## src/rtl/thresh_pkg.sv

```systemverilog
// Shared definitions for the threshold pipeline: raster geometry defaults, pixel
// width and the writer/scan state encoding.
package thresh_pkg;

  localparam int DEF_WIDTH_BITS  = 8;
  localparam int DEF_HEIGHT_BITS = 8;
  localparam int DEF_ADDR_WIDTH  = DEF_WIDTH_BITS + DEF_HEIGHT_BITS;
  localparam int PIX_W           = 8;

  typedef enum logic [1:0] {
    ST_IDLE  = 2'd0,
    ST_WRITE = 2'd1,
    ST_FLUSH = 2'd2,
    ST_DONE  = 2'd3
  } state_e;

endpackage

```

## src/rtl/output_ram64k.sv

```systemverilog
// 64K x 8 single-port output RAM: registered write, registered read data.
module output_ram64k (
  input  logic        clock,
  input  logic [15:0] address,
  input  logic [7:0]  data,
  input  logic        wren,
  output logic [7:0]  q
);

  logic [7:0] mem [0:65535];

  always_ff @(posedge clock) begin
    if (wren) mem[address] <= data;
    q <= mem[address];
  end

endmodule

```

## src/rtl/raster_counter.sv

```systemverilog
// Raster-order column/row counter with synchronous clear, step enable and a
// combinational flag marking the last pixel of the frame.
module raster_counter #(
  parameter int WIDTH_BITS  = 8,
  parameter int HEIGHT_BITS = 8
) (
  input  logic                   clock,
  input  logic                   reset,
  input  logic                   clr_i,
  input  logic                   step_i,
  output logic [WIDTH_BITS-1:0]  col_o,
  output logic [HEIGHT_BITS-1:0] row_o,
  output logic                   last_o
);

  logic [WIDTH_BITS-1:0]  col_q;
  logic [HEIGHT_BITS-1:0] row_q;
  logic                   col_max;

  assign col_max = (col_q == {WIDTH_BITS{1'b1}});

  always_ff @(posedge clock) begin
    if (reset || clr_i) begin
      col_q <= '0;
      row_q <= '0;
    end else if (step_i) begin
      if (col_max) begin
        col_q <= '0;
        row_q <= row_q + 1'b1;
      end else begin
        col_q <= col_q + 1'b1;
      end
    end
  end

  assign col_o  = col_q;
  assign row_o  = row_q;
  assign last_o = col_max && (row_q == {HEIGHT_BITS{1'b1}});

endmodule

```

## src/rtl/output_ram_writer.sv

```systemverilog
// Raster-stream sink writing one frame per iStart into output_ram64k, 1-cycle write latency.
// Optional OUTPUT_RAM_WRITER_CHECKSUM_EN adds a 16-bit running pixel sum on oChecksum.
module output_ram_writer
  import thresh_pkg::*;
#(
  parameter int WIDTH_BITS  = DEF_WIDTH_BITS,
  parameter int HEIGHT_BITS = DEF_HEIGHT_BITS,
  parameter int ADDR_WIDTH  = DEF_ADDR_WIDTH
) (
  input  logic                   clock,
  input  logic                   reset,
  input  logic                   iStart,
  input  logic                   iValid,
  input  logic [PIX_W-1:0]       iData,
  output logic                   oReady,
  output logic                   oBusy,
  output logic                   oDone,
  output logic [WIDTH_BITS-1:0]  oCol,
`ifdef OUTPUT_RAM_WRITER_CHECKSUM_EN
  output logic [HEIGHT_BITS-1:0] oRow,
  output logic [15:0]            oChecksum
`else
  output logic [HEIGHT_BITS-1:0] oRow
`endif
);

  state_e                 state_q;
  logic                   ready_q;
  logic                   busy_q;
  logic                   done_q;
  logic [ADDR_WIDTH-1:0]  ram_addr_q;
  logic [PIX_W-1:0]       ram_data_q;
  logic                   ram_wren_q;
  logic [PIX_W-1:0]       unused_ram_q;

  logic                   accept;
  logic                   cnt_clr;
  logic                   cnt_last;
  logic [WIDTH_BITS-1:0]  col;
  logic [HEIGHT_BITS-1:0] row;

  // ready_q is only ever high in WRITE, so it alone qualifies an accept
  assign accept  = iValid && ready_q;
  assign cnt_clr = (state_q == ST_IDLE) && iStart;

  raster_counter #(
    .WIDTH_BITS  (WIDTH_BITS),
    .HEIGHT_BITS (HEIGHT_BITS)
  ) u_cnt (
    .clock  (clock),
    .reset  (reset),
    .clr_i  (cnt_clr),
    .step_i (accept),
    .col_o  (col),
    .row_o  (row),
    .last_o (cnt_last)
  );

  always_ff @(posedge clock) begin
    if (reset) begin
      state_q    <= ST_IDLE;
      ready_q    <= 1'b0;
      busy_q     <= 1'b0;
      done_q     <= 1'b0;
      ram_wren_q <= 1'b0;
      ram_addr_q <= '0;
      ram_data_q <= '0;
    end else begin
      ram_wren_q <= 1'b0;
      done_q     <= 1'b0;
      case (state_q)
        ST_IDLE: begin
          if (iStart) begin
            state_q <= ST_WRITE;
            ready_q <= 1'b1;
            busy_q  <= 1'b1;
          end
        end
        ST_WRITE: begin
          if (accept) begin
            ram_addr_q <= (ADDR_WIDTH'(row) << WIDTH_BITS) + ADDR_WIDTH'(col);
            ram_data_q <= iData;
            ram_wren_q <= 1'b1;
            if (cnt_last) begin
              state_q <= ST_FLUSH;
              ready_q <= 1'b0;
            end
          end
        end
        // final registered write lands on the RAM during this state
        ST_FLUSH: begin
          state_q <= ST_DONE;
          done_q  <= 1'b1;
          busy_q  <= 1'b0;
        end
        ST_DONE: state_q <= ST_IDLE;
        default: state_q <= ST_IDLE;
      endcase
    end
  end

`ifdef OUTPUT_RAM_WRITER_CHECKSUM_EN
  logic [15:0] csum_q;

  always_ff @(posedge clock) begin
    if (reset || cnt_clr) csum_q <= '0;
    else if (accept)      csum_q <= csum_q + 16'(iData);
  end

  assign oChecksum = csum_q;
`endif

  output_ram64k u_ram (
    .clock   (clock),
    .address (ram_addr_q),
    .data    (ram_data_q),
    .wren    (ram_wren_q),
    .q       (unused_ram_q)
  );

  assign oReady = ready_q;
  assign oBusy  = busy_q;
  assign oDone  = done_q;
  assign oCol   = col;
  assign oRow   = row;

endmodule

```

## config.mk

```make
export PLATFORM = sky130hd
export DESIGN_NAME = output_ram_writer
export DESIGN_NICKNAME = d
export VERILOG_FILES = /design/src/rtl/thresh_pkg.sv /design/src/rtl/output_ram64k.sv /design/src/rtl/raster_counter.sv /design/src/rtl/output_ram_writer.sv
export SDC_FILE = /design/constraint.sdc
export NUM_CORES = 1
export LEC_CHECK = 0
export ABC_CLOCK_PERIOD_IN_PS = 1900
export CORE_ASPECT_RATIO = 1.2
export CORE_MARGIN = 2
export CORE_UTILIZATION = 55
export CTS_BUF_LIST = sky130_fd_sc_hd__clkbuf_4
export DETAILED_ROUTE_END_ITERATION = 6
export DONT_BUFFER_PORTS = 1
export GPL_TIMING_DRIVEN = 0
export HOLD_SLACK_MARGIN = 0.15
export PLACE_DENSITY = 0.75
export SLEW_MARGIN = 30
export SYNTH_ARGS = -nofsm -noshare
export SYNTH_HDL_FRONTEND = slang
export SYNTH_SLANG_ARGS = --single-unit
```

## constraint.sdc

```tcl
create_clock -name clock -period 1.9 [get_ports clock]
set_input_delay 0.57 -clock clock [delete_from_list [all_inputs] [get_ports clock]]
set_output_delay 0.57 -clock clock [all_outputs]
set_load 0.1 [all_outputs]
```

; After elaboration in Yosys (flattened, before gate mapping)
; Cells that the tools add are included.
; Widths: inputs -> output; s select.
[word_totals]
register_bits = 21
output_inout_bits = 19
wordCells = 38
[classes]
addsub = 2
n_eq_ne = 8
mux = 11
reduce_logical = 11
[ops]
columns = operator, n
row1 = $add 8x1->8 const B, 2
row2 = $eq 8x8->1 const B, 2
row3 = $mux 8, 1
row4 = $pmux 2 s4, 1
row5 = $mux 2, 3
row6 = $ne 2x2->1 const B, 3
row7 = $eq 2x2->1 const B, 2
row8 = $mux 1, 4
row9 = $pmux 1 s2, 2
row10 = $reduce_and 2->1, 2
row11 = $reduce_and 4->1, 1
row12 = $reduce_bool 2->1, 2
row13 = $logic_and 1x1->1, 3
row14 = $reduce_and 3->1, 1
row15 = $eq 2x1->1 const B, 1
row16 = $logic_not 2->1, 1
row17 = $logic_or 1x1->1, 1

; Longest topological paths before layout
; Gate-level depths: netlist of run 1.
[depth]
ltp_word = 5
depth_mapped = 6
mapped_depth_nobuf = 6

; By module
; A second synthesis of run 1 with hierarchy kept.
[unflattened]
hier_cells = 130
area_unflattened_um2 = 1133.6
[modules_own_cells]
columns = mod, n_inst, cells_per_inst, area_per_inst_um2, seq_area_each_um2
row1 = raster_counter, 1, 95, 814.5, 320.3
row2 = output_ram_writer, 1, 35, 319.1, 100.1

; Least setup slack after synthesis of run 1
; Ideal clock, no wire load.
[synth_path]
path_kind = reg2reg
start = register u_cnt.col_q[0] (netlist: u_cnt.col_o[0])
end = register u_cnt.row_q[7] (netlist: u_cnt.row_o[7])
setup_time_ps = 70
arrival_time_ps = 2337
t_required_ps = 1830
setup_slack_ps = -506
stages_incl_launch_ff = 7
n_path_buf = 1
synth_period_minus_slack_ps = 2406
cell_sequence = dfxtp_1 -> ha_1 -> and4_1 -> buf_6 -> nand4_4 -> or4_1 -> a21oi_1
[synth_via]
elab_chain_len = 2
[synth_lines]
columns = item, line_no
row1 = start: declaration, raster_counter.sv:16  ; logic [WIDTH_BITS-1:0] col_q;
row2 = start signal: assignment, raster_counter.sv:31  ; col_q <= col_q + 1'b1;
row3 = $eq 8x8->1, raster_counter.sv:20  ; assign col_max = (col_q == {WIDTH_BITS{1'b1}});
row4 = $reduce_and 2->1 (no line), --
row5 = end signal: assignment, raster_counter.sv:29  ; row_q <= row_q + 1'b1;
row6 = end: declaration, raster_counter.sv:17  ; logic [HEIGHT_BITS-1:0] row_q;
; Every way passes these cells.
; A chain may end at the register's enable or synchronous reset.

; Worst setup path in the final report of run 1
; Same ends and word-level chain as after synthesis.

==> results of run 1 <==
[cell families after synthesis]
family | after synthesis | synth area share [%]
compound gates | 19 | 10.9
fa+ha+maj | 5 | 6.22
buf+inv | 7 | 4.10
flops | 21 | 41.8
simple gates | 45 | 26.2
xor+xnor | 10 | 8.71
mux | 2 | 1.99
[cell usage after synthesis]
cell type / instances / area (um^2)
a21o_1: 1 / 7.51
a21oi_1: 9 / 45.0
a221oi_1: 1 / 8.76
and3_1: 2 / 12.5
and4_1: 1 / 8.76
and4_2: 2 / 20.0
buf_6: 2 / 22.5
dfxtp_1: 21 / 420
ha_1: 5 / 62.6
inv_1: 5 / 18.8
mux2i_1: 2 / 20.0
nand2_1: 5 / 18.8
nand2b_1: 3 / 18.8
nand3_1: 5 / 25.0
nand4_1: 5 / 31.3
nand4_2: 1 / 12.5
nand4_4: 1 / 21.3
nor2_1: 13 / 48.8
nor2b_1: 1 / 6.26
o21ai_0: 5 / 25.0
o22a_1: 1 / 8.76
o31ai_1: 2 / 15.0
or2_2: 2 / 12.5
or3_1: 2 / 12.5
or4_1: 2 / 15.0
xnor2_1: 2 / 17.5
xor2_1: 8 / 70.1
[what timing repair did]
item,4_1_cts,5_1_grt
hold buffers,0,0
pin swaps,3,2
setup buffers,1,6
hold endpoints to repair,0,0
gates resized for setup,9,5
endpoints found under the setup margin,4,4
[path summary, 6_finish.rpt]
| kind | startpoint | to | cells after the start |
|---|---|---|---|
| max | u_cnt.col_o[0]$_SDFFE_PP0P_ | u_cnt.row_o[7]$_SDFFE_PP0P_ | 6 |
| min | reset | oReady$_SDFFE_PP0P_ | 1 |
| max reg2reg | u_cnt.col_o[0]$_SDFFE_PP0P_ | u_cnt.row_o[7]$_SDFFE_PP0P_ | 6 |
| min reg2reg | state_q[1]$_SDFFE_PP0P_ | state_q[1]$_SDFFE_PP0P_ | 2 |
[flip-flops by register name (all words and copies together) (netlist names)]
name / count
u_cnt.col_o: 8
u_cnt.row_o: 8
state_q: 2
oBusy: 1
oDone: 1
oReady: 1
[per-layer routing]
layer	routed length, um	part of all wire, %	up-vias	track usage, %
met3	102	4.8	4	4.24
met4	17	0.80	0	5.56
li1	-	-	411	-
met5	0	0	-	0
met1	876	41	410	22.9
met2	1130	53	24	37.4
[cell usage in the layout (no fill, tap or decap), types with 3 or more instances in the layout]
cell type | synthesis | routed
a21oi_1 | 9 | 7
buf_4 | 0 | 7
clkbuf_4 | 0 | 4
dfxtp_1 | 21 | 4
dfxtp_2 | 0 | 7
dfxtp_4 | 0 | 10
ha_1 | 5 | 4
inv_1 | 5 | 5
nand2_1 | 5 | 5
nand2b_1 | 3 | 3
nand3_1 | 5 | 5
nand4_1 | 5 | 5
nor2_1 | 13 | 13
o21ai_0 | 5 | 5
xor2_1 | 8 | 8
[power by group through the flow]
stage | Combinational (uW) | Clock, uW | Sequential (uW)
4_1_cts | 274 | 226 | 713
3_5_place_dp | 248 | 0 | 730
2_1_floorplan | 205 | 0 | 718
3_3_place_gp | 236 | 0 | 727
5_1_grt | 336 | 244 | 720
6_report | 300 | 222 | 712
[metrics by stage]
step / worst slack, ns / util (%) / hold slack [ns] / cell area, um^2 / TNS (ns)
after global routing: -0.101 / 71.4 / 0.307 / 1200 / -0.222
after floorplan: 0.00212 / - / 0.468 / 1040 / 0
after CTS: 0.0141 / 67.4 / 0.318 / 1130 / 0
after global placement: -0.0911 / 63.0 / 0.483 / 1060 / -0.166
after detailed placement: -0.111 / 63.0 / 0.506 / 1060 / -0.255
final: -0.0138 / 71.4 / 0.323 / 1200 / -0.0138
[worst register-to-register path: cells and delay by family (launching register included)]
family | cells | cell delay [ns]
AOI/OAI and AO/OA | 1 | 0.15
DFF | 1 | 0.58
adders and majority gates | 1 | 0.19
and+or+nand+nor | 3 | 0.80
buffers and inverters | 1 | 0.14
[final cells by class]
cell class                 instances  area share, %
buffer                             2           1.88
clock buffer                       4           2.50
inverter                           5           1.56
multi-input combinational         81           48.9
sequential                        21           38.9
tap                               18           1.88
timing repair buffer               7           4.38
==> reports/results.ini, run 1 <==
[detailed_routing]
routed_wl_um=2130
via_per_inst=6.15
antenna_left=0
first_iter_violations=10
wl_per_cell_um=15.4
vias=849
drc_errors=0
firstDrtPassIters=4

[yosys]
synthCells=109
yosysWarnings=0
syn_nets=126
syn_avg_cell_area_um2=9.23
netlist_area_mm2=0.00101
netlist-cell-type-count=27
synth.ff_latch_count=21
synth_seq_area_share_pct=41.8

[timing]
slew_violations=0
rsz0062_at_grt=yes
setup_ws_ns=-0.0138
max_freq_mhz=523
setup_viol_count_final=1
tightest_slew_ns=0.953
slew-limit-headroom_pct=36.4
min_period_ns=1.91
hold_viol_final=0
fin_worst_skew_ns=0.00216
timing.final.crit_share_pct=101

[layout]
drive_gt1_share_pct=35.0
nets=138
n_antenna_cell=0
seq_area_um2=467
multi_input_area_um2=587
n_fill_cell=136
stdcell_count=138
area_growth_pct=19.3

[power]
p_total_uw=1230
power_density_mw_per_mm2=1030
p_switching_uw=524
swShare_pct=42.4
p_int_uw=711
power_leakage_uw=0.000467
power_frac_seq_pct=57.7
ir_drop_v=0.000806
clkPwrFrac_pct=18.0
power.share.combinational_pct=24.3

[floorplan]
rows=16
start_util_pct=59.8
ios=31
die_w_um=43.0
core_area_mm2=0.00168
dieArea_mm2=0.00219
die_y_um=50.9

[clock_tree]
cts_sinks=21
cts.clk_slew.worst_paths_ns=0.11
cts_buffers=3
cts_tree=yes
cts.htree.levels=1
clkLatencyLatePin_ns=0.29
root_buffer=clkbuf_4
clock_path_buffers=2

[placement]
numPlacedInstances=127
port-buffer-count=0
dpl.hpwl_um=1380
gp_congestion=0.786

[grt]
gr-usage-all-layers_pct=20.1
grt_pass1_vias=829
grt_max_degree=12
grt_pass1_wl_um=3420
grt_overflow_total=0
antenna_found_initial=0

[run_status]
outcome=complete, but fails checks
violations=negative setup slack

[setup_path]
rrSetupSlack_ns=-0.01
critical_path.top_delay_family=simple AND/OR/NAND/NOR gates
cp-end-kind=flip-flop
critical_path_buf_inv_count=1
crit_arrival_ns=2.14
required_ns=2.13
max_stage_delay_ns=0.58
cp-start-kind=flip-flop
critPathSlowestCell=dfxtp_4
cp_max_fo=6
crit_chain=ha_4 > and4_1 > buf_6 > nand4_4 > or4_4 > a21oi_2
worstSetupPathType=reg -> reg

[min_path]
holdCritPathClass=in -> reg

[run]
max-cap-violations=0

(Power assumes the default switching activity.)
==> inputs of run 2 (changes only) <==
ABC_CLOCK_PERIOD_IN_PS = 2450   (was 1900)
PLACE_DENSITY = 0.77   (was 0.75)
clock period = 2.45 ns   (was 1.9 ns; I/O delays follow)
==> run 2 against run 1 <==
  * Sequential share of layout area rose by 1.8 points
  * Largest cell class unchanged
  * The run now ends clean
  * Setup slack improved by 0.15 ns
  * Hold slack improved by 0.16 ns
==> reports/results.ini, run 2 (synthesis results as in run 1) <==
[run_status]
outcome=complete, no violations

[setup_path]
cp-end-kind=flip-flop
required_ns=2.67  ; +0.54 ns
worstSetupPathType=reg -> reg
rrSetupSlack_ns=0.14  ; +0.15 ns
cp_max_fo=5  ; -1
cp-start-kind=flip-flop
crit_arrival_ns=2.54  ; +0.40 ns

[timing]
setup_viol_count_final=0  ; -1
setup_tns_ns=0  ; +0.0138 ns
tightest_slew_ns=1.02  ; +0.0705 ns
min_period_ns=2.31  ; +0.397 ns
rsz0062_at_grt=no
slew-limit-headroom_pct=31.7  ; -4.7 points
timing.final.crit_share_pct=94.3  ; -6.4 points
timing.hold.ws_ns=0.488  ; +0.164 ns
fin_worst_skew_ns=0.00112  ; -0.00104 ns
hold_viol_final=0  ; unchanged
slew_violations=0  ; unchanged
max_freq_mhz=433  ; -17%
setup_ws_ns=0.140  ; +0.153 ns

[run]
max-cap-violations=0  ; unchanged

[layout]
nets=131  ; -5.1%
layout_commonest_cell=dfxtp_2
n_fill_cell=147  ; +8.1%
multi_input_area_um2=544  ; -7.2%
seq_area_um2=438  ; -6.2%
drive_gt1_share_pct=23.0  ; -12 points
n_antenna_cell=0  ; unchanged
area_growth_pct=6.96
layout_common_cells=dfxtp_2, nor2_1, a21oi_1, xor2_1, dfxtp_1

[clock_tree]
root_buffer=clkbuf_4
cts.htree.levels=1  ; unchanged
clock_path_buffers=2  ; unchanged
hold_buffers=0  ; unchanged
cts_tree=yes
cts_sinks=21  ; unchanged
clkLatencyLatePin_ns=0.29  ; about the same
cts.clk_slew.worst_paths_ns=0.11  ; about the same
cts_buffers=3  ; unchanged

[floorplan]
ios=31  ; unchanged
core_area_mm2=0.00168  ; unchanged
rows=16  ; unchanged
dieArea_mm2=0.00219  ; unchanged
die_w_um=43.0  ; unchanged
die_y_um=50.9  ; unchanged
start_util_pct=59.8  ; unchanged

[grt]
grt_pass1_vias=724  ; -13%
antenna_found_initial=0  ; unchanged
gr-usage-all-layers_pct=17.4  ; -2.7 points
grt_overflow_total=0  ; unchanged
grt_max_degree=12  ; unchanged
grt_pass1_wl_um=2920  ; -15%

[power]
power_leakage_uw=0.000419  ; -10%
power.share.combinational_pct=20.7  ; -3.6 points
p_switching_uw=374  ; -28%
power_density_mw_per_mm2=849  ; -17%
ir_drop_v=0.000594  ; -26%
swShare_pct=41.0  ; -1.4 points
power_frac_seq_pct=60.9  ; +3.2 points
p_total_uw=914  ; -26%
clkPwrFrac_pct=18.4  ; +0.4 points
p_int_uw=539  ; -24%

[min_path]
holdCritPathClass=in -> reg

[detailed_routing]
via_per_inst=5.85  ; -4.8%
wl_per_cell_um=13.3  ; -13%
vias=767  ; -9.7%
drc_errors=0  ; unchanged
first_iter_violations=7  ; -3
antenna_left=0  ; unchanged
firstDrtPassIters=4  ; unchanged
routed_wl_um=1750  ; -18%

[placement]
dpl.hpwl_um=1330  ; -3.6%
gp_congestion=0.798  ; +1.5%
port-buffer-count=0  ; unchanged
post-place-ws_ns=-0.0669  ; +0.0444 ns

-- run 2: cell type report --
class | instances | area share [%]
Multi-Input combinational cell | 81 | 50.6
Tap cell | 18 | 2.09
Clock buffer | 4 | 2.79
Buffer | 2 | 2.09
Inverter | 5 | 1.74
Sequential cell | 21 | 40.7
-- run 2: final timing paths --
path,startpoint,depth (start not counted),endpoint
min,reset,1,oReady$_SDFFE_PP0P_
min reg2reg,state_q[1]$_SDFFE_PP0P_,2,state_q[1]$_SDFFE_PP0P_
max reg2reg,u_cnt.col_o[6]$_SDFFE_PP0P_,4,u_cnt.row_o[7]$_SDFFE_PP0P_
max,u_cnt.col_o[6]$_SDFFE_PP0P_,4,u_cnt.row_o[7]$_SDFFE_PP0P_
-- run 2: worst max-delay path, cell delays in order, from the launching register on --
cell	delay [ns]
dfxtp_1	1.02
and4_2	0.43
nand4_4	0.14
or4_1	0.51
a21oi_1	0.15
-- run 2: per-layer routing --
layer / routed length [um] / track usage (%) / part of all wire [%]
met1: 766 / 21.7 / 44
met2: 866 / 28.8 / 50
met3: 96 / 3.53 / 5.5
met4: 15 / 7.58 / 0.86
met5: 0 / 0 / 0
-- run 2: what timing repair did --
item	CTS	global route
endpoints found under the setup margin	4	1
resized for setup	2	1
gates cloned	0	0
pin swaps	0	0
setup buffers	0	0
-- run 2: power groups by stage --
stage	clock network [uW]	logic [uW]	registers [uW]
finish	169	189	556
global route	193	216	563
CTS	178	190	556
detailed placement	0	189	564
global placement	0	184	558
floorplan	0	160	553
-- run 2: through the flow --
step / instances / utilization [%] / instance area (um^2)
final: 131 / 64.0 / 1080
after floorplan: 109 / - / 1010
after detailed placement: 127 / 61.7 / 1040
after global placement: 127 / 61.2 / 1030
after global routing: 131 / 64.0 / 1080
after CTS: 131 / 63.6 / 1070
==> inputs of run 3 (changes only) <==
GPL_ROUTABILITY_DRIVEN = 1   (was unset)
==> results of run 3 <==
No change in the layout: final DEF, timing and power equal those of run 2.
